--- src/rtl/squeeze_serializer.sv ---
// Squeeze-side output stage of the Haraka-S sponge.
// Accepts rate blocks from the permutation datapath and streams the digest
// out byte by byte, masking the final byte when the bit length is not a
// whole number of bytes. Pulses perm_req between blocks.
module squeeze_serializer #(
    parameter int unsigned BLOCK_BYTES = 32,
    parameter int unsigned LEN_W       = 64
) (
    input  logic                     internal_clk,
    input  logic                     reset,
    input  logic                     start,
    input  logic [LEN_W-1:0]         digest_length,
    input  logic [8*BLOCK_BYTES-1:0] block_in,
    input  logic                     block_valid,
    output logic                     block_ready,
    output logic                     perm_req,
    output logic [7:0]               serial_out,
    output logic                     out_valid,
    input  logic                     out_ready,
    output logic                     busy,
    output logic                     done
);

    localparam int unsigned BlkW = 8 * BLOCK_BYTES;
    localparam int unsigned RemW = LEN_W - 2;

    typedef enum logic [2:0] {
        StIdle,
        StWaitBlk,
        StShift,
        StReq,
        StDone
    } state_e;

    state_e state_q, state_d;

    logic [BlkW-1:0] shreg_q;
    logic [RemW-1:0] rem_bytes_q;
    logic [5:0]      blk_bytes_q;
    logic [2:0]      tail_bits_q;

    logic [RemW-1:0] rem_load;
    logic [5:0]      blk_load;
    logic            blk_fire;
    logic            byte_fire;
    logic            last_byte;
    logic [7:0]      head_byte;
    logic [7:0]      tail_mask;

    // Byte count is formed one bit wider than the length so all-ones cannot wrap.
    assign rem_load  = RemW'(({1'b0, digest_length} + (LEN_W + 1)'(7)) >> 3);
    assign blk_load  = (rem_bytes_q < RemW'(BLOCK_BYTES)) ? rem_bytes_q[5:0] : 6'(BLOCK_BYTES);
    assign blk_fire  = (state_q == StWaitBlk) && block_valid;
    assign byte_fire = (state_q == StShift) && out_ready;
    assign last_byte = (rem_bytes_q == RemW'(1));
    assign head_byte = shreg_q[BlkW-1 -: 8];
    // Keep only the upper tail_bits bits of the final byte.
    assign tail_mask = (last_byte && (tail_bits_q != 3'd0)) ? ~(8'hFF >> tail_bits_q) : 8'hFF;

    // State register.
    always_ff @(posedge internal_clk or posedge reset) begin
        if (reset) begin
            state_q <= StIdle;
        end else begin
            state_q <= state_d;
        end
    end

    // Next-state logic.
    always_comb begin
        state_d = state_q;
        unique case (state_q)
            StIdle: begin
                if (start) begin
                    state_d = (digest_length != '0) ? StWaitBlk : StDone;
                end
            end
            StWaitBlk: begin
                if (block_valid) begin
                    state_d = StShift;
                end
            end
            StShift: begin
                if (out_ready) begin
                    if (last_byte) begin
                        state_d = StDone;
                    end else if (blk_bytes_q == 6'd1) begin
                        state_d = StReq;
                    end
                end
            end
            StReq:   state_d = StWaitBlk;
            StDone:  state_d = StIdle;
            default: state_d = StIdle;
        endcase
    end

    // Moore outputs decoded from the current state.
    always_comb begin
        block_ready = 1'b0;
        perm_req    = 1'b0;
        out_valid   = 1'b0;
        serial_out  = 8'h00;
        done        = 1'b0;
        busy        = (state_q != StIdle);
        unique case (state_q)
            StWaitBlk: block_ready = 1'b1;
            StShift: begin
                out_valid  = 1'b1;
                serial_out = head_byte & tail_mask;
            end
            StReq:   perm_req = 1'b1;
            StDone:  done = 1'b1;
            default: ;
        endcase
    end

    // Datapath: length capture, block load and byte shifting.
    always_ff @(posedge internal_clk or posedge reset) begin
        if (reset) begin
            shreg_q     <= '0;
            rem_bytes_q <= '0;
            blk_bytes_q <= '0;
            tail_bits_q <= '0;
        end else begin
            if ((state_q == StIdle) && start && (digest_length != '0)) begin
                rem_bytes_q <= rem_load;
                tail_bits_q <= digest_length[2:0];
            end
            if (blk_fire) begin
                shreg_q     <= block_in;
                blk_bytes_q <= blk_load;
            end
            if (byte_fire) begin
                shreg_q     <= {shreg_q[BlkW-9:0], 8'h00};
                rem_bytes_q <= rem_bytes_q - RemW'(1);
                blk_bytes_q <= blk_bytes_q - 6'd1;
            end
        end
    end

endmodule

--- config.mk ---
export PLATFORM = sky130hd
export DESIGN_NAME = squeeze_serializer
export DESIGN_NICKNAME = d
export VERILOG_FILES = /design/src/rtl/squeeze_serializer.sv
export SDC_FILE = /design/constraint.sdc
export NUM_CORES = 1
export LEC_CHECK = 0
export ABC_AREA = 1
export CORE_ASPECT_RATIO = 0.6
export CORE_MARGIN = 3
export CORE_UTILIZATION = 41
export CTS_CLUSTER_DIAMETER = 100
export DETAILED_ROUTE_END_ITERATION = 10
export SLEW_MARGIN = 15
export SYNTH_ARGS = -nofsm -noshare
export SYNTH_HDL_FRONTEND = slang
export SYNTH_SLANG_ARGS = --single-unit
export TNS_END_PERCENT = 10
--- constraint.sdc ---
create_clock -name internal_clk -period 17.49 [get_ports internal_clk]
set_clock_uncertainty 0.2 [all_clocks]
set_input_delay 3.498 -clock internal_clk [delete_from_list [all_inputs] [get_ports internal_clk]]
set_output_delay 3.498 -clock internal_clk [all_outputs]
set_load 0.05 [all_outputs]
# == After elaboration in Yosys (flattened, before gate mapping) ==
# Cells that the tools add are included.
# classes
n_addsub,3
n_lt_le_gt_ge,1
eq_ne,10
shifts,1
mux,20
bitwise,2
n_reduce_logical,12
# ops
cell,n
$mux W256,2
$mux W62,2
$add A64 B3 Y65 const B,1
$reduce_bool A64 Y1,1
$eq A62 B1 Y1 const B,1
$lt A62 B6 Y1 const B,1
$sub A62 B1 Y62 const B,1
$mux W3,6
$mux W6,3
$mux W8,2
$pmux W3 S4,1
$and A8 B8 Y8,1
$not A8 Y8,1
$shr A8 B3 Y8 const A,1
$eq A3 B2 Y1 const B,2
$eq A6 B1 Y1 const B,1
$ne A2 B2 Y1 const B,3
$reduce_bool A3 Y1,2
$sub A6 B1 Y6 const B,1
$logic_and A1 B1 Y1,5
$mux W1,4
$reduce_and A4 Y1,1
$reduce_bool A2 Y1,2
$eq A3 B1 Y1 const B,1
3 further kinds,3
# word_totals
regBits,330
input_bits,325
out_inout_bits,13

# == Longest topological paths before layout ==
# Gate-level depths: netlist (run 1).
# logic_depth
ltp_word,5
mapped_depth,13

# == Worst setup path before layout (run 1) ==
# Ideal clock, no wire load.
# synth_timing
kind,register to output
start,reg state_q[0]
end,out serial_out[1]
arrival_time_ns,2.407
path_slack_ns,11.385
stages_incl_launch_ff,4
n_path_buf,0
cell_sequence,dfrtp_1 nor3_4 inv_2 a211oi_1
# synth_via
elab_chain_cells,2
# synth_rtl
element,line,text
"start, declared",35,"state_e state_q, state_d;"
"start signal, assigned",63,state_q <= StIdle;
"start signal, assigned",65,state_q <= state_d;
$eq A3 B2 Y1,106,unique case (state_q)
$mux W8,106,
"end, declared",17,"output logic [7:0] serial_out,"
# Every way passes these cells.

# == Worst setup path in the final report (run 1) ==
# layout_timing
start,reg rem_bytes_q[32]
end,out serial_out[5]
# layout_via
elab_chain_cells,5
# layout_rtl
element,line,text
"start, declared",38,logic [RemW-1:0] rem_bytes_q;
"start signal, assigned",127,rem_bytes_q <= rem_load;
"start signal, assigned",136,rem_bytes_q <= rem_bytes_q - RemW'(1);
$eq A62 B1 Y1,55,assign last_byte = (rem_bytes_q == RemW'(1));
$logic_and A1 B1 Y1,58,assign tail_mask = (last_byte && (tail_bits_q != 3'd0)) ? ~(8'hFF >> tail_bits_q) : 8'hFF;
$mux W8,58,
$and A8 B8 Y8,110,serial_out = head_byte & tail_mask;
$mux W8,106,
# Every way passes these cells.

==> flow_metrics.py, run 1 <==
metrics = {
    "yosys": {
        "synth_area_per_cell_sq_um": 7.07,
        "ys_seq_area_frac": 0.433,
        "synthArstFlopShare": 1.00,
        "synth_area_sq_um": 19100,
        "synth_cell_types": 37,
        "synthFlopType": "dfrtp_1",
        "yosysTopAreaCellShare": 0.433,
        "synth_nets": 3026,
        "syn-instance-count": 2697,
        "synthTopCellsByArea": "dfrtp_1, nand2_1, nand3_1",
        "ys_ff_latch": 330,
        "synth-edff-count": 0,
        "synth.most_common_cell": "nand2_1",
        "synth_top_area_cell": "dfrtp_1",
        "ys.warnings.count": 0,
        "synth_commonest_cells": "nand2_1, dfrtp_1, nor2_1",
    },
    "placed_design": {
        "portBuffers": 337,
        "dp.cells": 3547,
        "gp_routability_congestion": 0.987,
        "hpwlAfterDp_microns": 58100,
        "dpl_worst_slack_ns": 10.23,
    },
    "routing": {
        "drc": 0,
        "dr.pass1.iters": 6,
        "viasPerCell": 5.44,
        "wl_microns": 76100,
        "vias": 19600,
        "wl_per_cell_microns": 21.1,
        "postRouteAntennaNets": 0,
        "first_iter_violations": 1992,
    },
    "worst_setup_path": {
        "ff2ff_setup_slack_ns": 13.23,
        "worstPathRequired_ns": 13.79,
        "cp-end-kind": "primary output",
        "cp.arrival_ns": 3.56,
        "path_class": "flip-flop to primary output",
        "path_max_fanout": 7,
        "critPathLaunchType": "flip-flop",
    },
    "grt": {
        "antenna_found_initial": 4,
        "grt.overflow.total": 0,
        "track_usage": 0.302,
        "grt_max_degree": 152,
        "grt_pass1_vias": 18800,
        "grt_pass1_wl_microns": 115000,
    },
    "timing": {
        "rsz0062_at_grt": "false",
        "hold-worst-slack_ns": 0.282,
        "finalSetupViolations": 0,
        "fin_setup_tns_ns": 0,
        "slew_headroom": 0.261,
        "period_needed_ns": 7.26,
        "max_freq_ghz": 0.138,
        "timing.final.ws_setup_ns": 10.23,
        "worstMarginPinSlew_ns": 1.11,
        "period_share": 0.415,
        "hold_viol": 0,
        "maxSlewViolCount": 0,
    },
    "floorplan": {
        "core.rowCount": 60,
        "die_w_microns": 284,
        "core_area_sq_um": 45300,
        "die_y_microns": 173,
        "dieArea_sq_um": 49200,
        "floorplan.initialDensity": 0.420,
        "ios": 338,
    },
    "min_path": {
        "min_path_type": "flip-flop to flip-flop",
    },
    "power_and_ir_drop": {
        "power_density_nw_per_um2": 142,
        "p_clk_frac": 0.206,
        "p_comb_frac": 0.405,
        "p_leak_nw": 10.5,
        "p_sw_frac": 0.423,
        "p_sw_mw": 1.43,
        "internal_power_mw": 1.95,
        "power_frac_seq": 0.389,
        "ir_worst_vdd_v": 0.000103,
    },
    "cts": {
        "worstSkewPairLatency_ns": 0.62,
        "clk_pin_slew_ns": 0.07,
        "cts_resized": 0,
        "clkSinkCount": 330,
        "cts_buffers": 31,
        "root_buffer": "clkbuf_16",
        "cts_max_path_buffers": 3,
        "cts_hold_buffers": 0,
        "htreeDepth": 1,
        "cts_tree": "done",
        "postCtsSetupBuffers": 0,
    },
    "layout": {
        "final_core_util": 0.525,
        "fillers": 4433,
        "drive_above_1_share": 0.0325,
        "final_cells": 3604,
        "syn_to_final_growth_pct": 24.8,
        "final_nets": 3290,
    },
    "run_status": {
        "outcome": "finished clean",
    },
    "flow_run": {
        "maxCapViolCount": 0,
    },
}
-- worst paths after layout --
check | from | to | cells after the start
max | rem_bytes_q[32]$_DFFE_PP0P_ | serial_out[5] | 11
min | shreg_q[202]$_DFFE_PP0P_ | shreg_q[202]$_DFFE_PP0P_ | 2
max reg2reg | state_q[0]$_DFFE_PP0P_ | blk_bytes_q[2]$_DFFE_PP0P_ | 8
min reg2reg | shreg_q[202]$_DFFE_PP0P_ | shreg_q[202]$_DFFE_PP0P_ | 2
max in group asynchronous | reset | rem_bytes_q[37]$_DFFE_PP0P_ | 4
min in group asynchronous | reset | shreg_q[222]$_DFFE_PP0P_ | 2
-- worst max-delay path, cell delays in order (launching register included) --
cell and delay, ns:
dfrtp_1 0.48, nor2_1 0.21, nand2_1 0.10, nor2_1 0.14, nand2_1 0.09, nor2_1 0.29
nand2_1 0.35, nor2_2 0.32, nand3_1 0.12, nand2_1 0.08, nor2_1 0.04, clkdlybuf4s50_1 0.71
-- flip-flops by register name (all words and copies together), names as in the netlist --
signal       cells
blk_bytes_q      6
shreg_q        256
state_q          3
tail_bits_q      3
rem_bytes_q     62
-- placed cells by master (no fill, tap or decap), drive strengths merged --
master | netlist | routed
nand2 | 987 | 987
clkdlybuf4s50 | 0 | 337
dfrtp | 330 | 330
nor2 | 311 | 311
inv | 295 | 296
nand3 | 287 | 287
o221ai | 111 | 111
o211ai | 68 | 68
o21ai | 52 | 52
clkbuf | 36 | 42
nand4 | 38 | 38
xor2 | 27 | 27
nor3 | 20 | 20
nand3b | 18 | 18
a21oi | 11 | 11
buf | 80 | 10
clkinv | 0 | 8
xnor2 | 5 | 5
or2 | 4 | 4
ha | 4 | 4
a211oi | 3 | 3
o31ai | 3 | 3
a22oi | 2 | 2
clkinvlp | 0 | 2
bufinv | 0 | 2
diode | 0 | 1
nor2b | 1 | 1
a22o | 1 | 1
and3 | 1 | 1
o22ai | 1 | 1
a31oi | 1 | 1
-- power groups by stage --
| stage | sequential (mW) | clock [mW] | combinational, mW |
|---|---|---|---|
| floorplan | 1.25 | 0 | 0.975 |
| global placement | 1.31 | 0 | 1.30 |
| detailed placement | 1.32 | 0 | 1.34 |
| CTS | 1.31 | 0.705 | 1.35 |
| global route | 1.35 | 0.736 | 1.53 |
| finish | 1.31 | 0.696 | 1.37 |
-- routing by layer --
layer / wire, microns / track usage / share of wire
met1: 36900 / 0.470 / 0.49
met2: 28800 / 0.394 / 0.38
met3: 9070 / 0.117 / 0.12
met4: 1200 / 0.0458 / 0.016
met5: 45 / 0 / 0.00059
-- cells by family (layout without fill, tap and decap cells) --
kind of cell               count (synthesis)  in the layout  share of synthesized area
AOI/OAI and AO/OA                        253            253                     0.0986
DFF                                      330            330                      0.433
and+or+nand+nor                         1667           1667                      0.363
adders and majority gates                  4              4                    0.00263
buffers and inverters                    411            697                     0.0881
other                                      0              1                          0
xor gates and xnor gates                  32             32                     0.0147
-- stage by stage --
stage	cell area, sq um	power (mW)
2_1_floorplan	19100	2.22
3_3_place_gp	22700	2.61
3_5_place_dp	22700	2.66
4_1_cts	23800	3.36
5_1_grt	23800	3.61
6_report	23800	3.38
-- layout make-up --
type / instances / area [sq um] / share of cell area
clock inverter: 13 / 143 / 0.00599
tap: 620 / 776 / 0.0326
sequential: 330 / 8260 / 0.347
antenna: 1 / 2.50 / 0.000105
timing repair buffer: 347 / 3470 / 0.146
clock buffer: 42 / 877 / 0.0369
multi-input combinational: 1956 / 9150 / 0.384
inverter: 295 / 1120 / 0.0473
Note: power is estimated with default switching activity, not from simulation.
==> inputs of run 2 (changes only) <==
- PLACE_DENSITY: unset -> 0.67
- clock period: 17.49 -> 5.93 ns (I/O delays scaled with it)
==> run 2 against run 1 <==
Net effect:
- critical path depth is the same
- combinational power grew to 2.9 times the previous value
- sequential cell count is the same
- global-route usage grew 0.28 points
- cell count grew 0.75%
- sequential power grew to 2.9 times the previous value
- critical endpoint unchanged
==> flow_metrics.py, run 2 (synthesis gave the netlist of run 1 again) <==
metrics = {
    "routing": {
        "viasPerCell": 5.43,
        "postRouteAntennaNets": 0,
        "drc": 0,
        "wl_microns": 76400,
        "wl_per_cell_microns": 21.1,
        "dr.pass1.iters": 5,
        "vias": 19700,
        "first_iter_violations": 2107,
    },
    "grt": {
        "track_usage": 0.305,
        "grt_max_degree": 154,
        "antenna_found_initial": 14,
        "grt.overflow.total": 0,
        "grt_pass1_vias": 18600,
        "grt_pass1_wl_microns": 115000,
    },
    "floorplan": {
        "core_area_sq_um": 45300,
        "core.rowCount": 60,
        "die_w_microns": 284,
        "dieArea_sq_um": 49200,
        "floorplan.initialDensity": 0.420,
        "die_y_microns": 173,
        "ios": 338,
    },
    "layout": {
        "stdcell_area_sq_um": 24000,
        "layout_commonest_cell": "nand2_1",
        "regMostFlops": "shreg_q",
        "final_nets": 3298,
        "largest_reg_flops": 256,
        "syn_to_final_growth_pct": 26.1,
        "fillers": 4541,
        "largestRegisters": "shreg_q: 256 flops, rem_bytes_q: 62 flops, blk_bytes_q: 6 flops",
        "drive_above_1_share": 0.0361,
        "mostFrequentLayoutCells": "nand2_1, clkdlybuf4s50_1, dfrtp_1",
    },
    "timing": {
        "timing.final.ws_setup_ns": 1.13,
        "fin_setup_tns_ns": 0,
        "period_share": 0.809,
        "finalSetupViolations": 0,
        "rsz0062_at_grt": "false",
        "period_needed_ns": 4.80,
        "slew_headroom": 0.187,
        "max_freq_ghz": 0.208,
        "hold_viol": 0,
        "worstMarginPinSlew_ns": 1.21,
        "maxSlewViolCount": 0,
    },
    "cts": {
        "clk_pin_slew_ns": 0.08,
        "worstSkewPairLatency_ns": 0.57,
        "htreeDepth": 1,
        "postCtsSetupBuffers": 0,
        "cts_max_path_buffers": 3,
        "root_buffer": "clkbuf_16",
        "cts_hold_buffers": 0,
        "cts_tree": "done",
        "clkSinkCount": 330,
        "cts_buffers": 31,
        "cts_resized": 0,
    },
    "worst_setup_path": {
        "path_buf_inv": 1,
        "worstPathRequired_ns": 4.54,
        "worstPathCellList": "nor2_1 -> nand2_1 -> nor2_1 -> nand2_1 -> nor2_1 -> nand2_1 -> nor2_2 -> nand3_1 -> nand2_1 -> nor2_1 -> clkdlybuf4s50_1",
        "path_class": "flip-flop to primary output",
        "cp-startpoint": "rem_bytes_q[40]$_DFFE_PP0P_",
        "path_max_fanout": 7,
        "critPathLaunchType": "flip-flop",
        "cpLargestDelayFamily": "simple AND/OR/NAND/NOR gates",
        "cpMaxStageDelayCell": "clkdlybuf4s50_1",
        "r2r-start": "state_q[0]$_DFFE_PP0P_",
        "critPathMaxStageDelay_ns": 0.69,
        "cp.arrival_ns": 3.41,
        "cp-end-kind": "primary output",
    },
    "power_and_ir_drop": {
        "internal_power_mw": 5.92,
        "p_sw_mw": 4.11,
        "power_mw": 10.0,
        "p_clk_frac": 0.220,
        "p_sw_frac": 0.410,
        "ir_worst_vdd_v": 0.000277,
        "p_comb_frac": 0.397,
        "p_leak_nw": 10.6,
        "power_frac_seq": 0.384,
        "power_density_nw_per_um2": 418,
    },
    "run_status": {
        "outcome": "finished clean",
    },
    "min_path": {
        "min_path_type": "flip-flop to flip-flop",
        "hp-start": "shreg_q[180]$_DFFE_PP0P_",
    },
    "placed_design": {
        "dpl_worst_slack_ns": 1.69,
        "post_dp_cell_area_sq_um": 22900,
        "hpwlAfterDp_microns": 59100,
        "portBuffers": 337,
        "gp_routability_congestion": 1.00,
    },
    "flow_run": {
        "maxCapViolCount": 0,
    },
}
==> run 2: cell types whose count changed in the layout (fill, tap and decap cells not counted), sizes merged <==
cell | previous run | this run
clkbuf | 42 | 39
buf | 10 | 18
bufinv | 2 | 6
inv | 296 | 294
diode | 1 | 18
clkinvlp | 2 | 5
==> run 2: path summary, 6_finish.rpt <==
check / endpoint / slack (ns) / depth (start not counted)
min reg2reg: shreg_q[180]$_DFFE_PP0P_ / 0.28 / 2
max reg2reg: shreg_q[83]$_DFFE_PP0P_ / 2.52 / 6
min: shreg_q[180]$_DFFE_PP0P_ / 0.28 / 2
max in group asynchronous: rem_bytes_q[51]$_DFFE_PP0P_ / 3.38 / 3
min in group asynchronous: shreg_q[181]$_DFFE_PP0P_ / 0.94 / 2
max: serial_out[5] / 1.13 / 11
==> run 2: per-stage QoR <==
stage               utilization  std cells  hold WS, ns
global route              0.529       3622        0.296
detailed placement        0.504       3556        0.270
global placement          0.504       3556        0.267
floorplan                     -       2697        0.252
finish                    0.530       3631        0.283
CTS                       0.529       3613        0.285
==> run 2: final cells by class <==
type,count,area [sq um],area share
multi-input combinational,1956,9140,0.380
sequential,330,8260,0.344
timing repair buffer,355,3580,0.149
inverter,295,1120,0.0466
clock buffer,39,846,0.0352
tap,620,776,0.0323
clock inverter,18,262,0.0109
antenna,18,45.0,0.00187
==> run 2: routing by layer <==
| layer | part of all wire | track usage | vias up |
|---|---|---|---|
| li1 | - | - | 9326 |
| met1 | 0.50 | 0.496 | 9479 |
| met4 | 0.018 | 0.0597 | 0 |
| met5 | 0 | 0 | - |
| met2 | 0.37 | 0.378 | 844 |
| met3 | 0.11 | 0.102 | 72 |
==> run 2: worst min-delay path, delay by kind of cell, from the launching register on <==
family,cells,cell delay (ns)
DFF,1,0.35
and+or+nand+nor,2,0.10
==> run 2: power by group through the flow <==
| stage | Sequential, mW | Clock, mW | Combinational (mW) |
|---|---|---|---|
| 5_1_grt | 3.96 | 2.33 | 4.48 |
| 3_3_place_gp | 3.84 | 0 | 3.84 |
| 2_1_floorplan | 3.68 | 0 | 2.88 |
| 4_1_cts | 3.83 | 2.23 | 3.96 |
| 6_report | 3.85 | 2.20 | 3.98 |
| 3_5_place_dp | 3.86 | 0 | 3.94 |
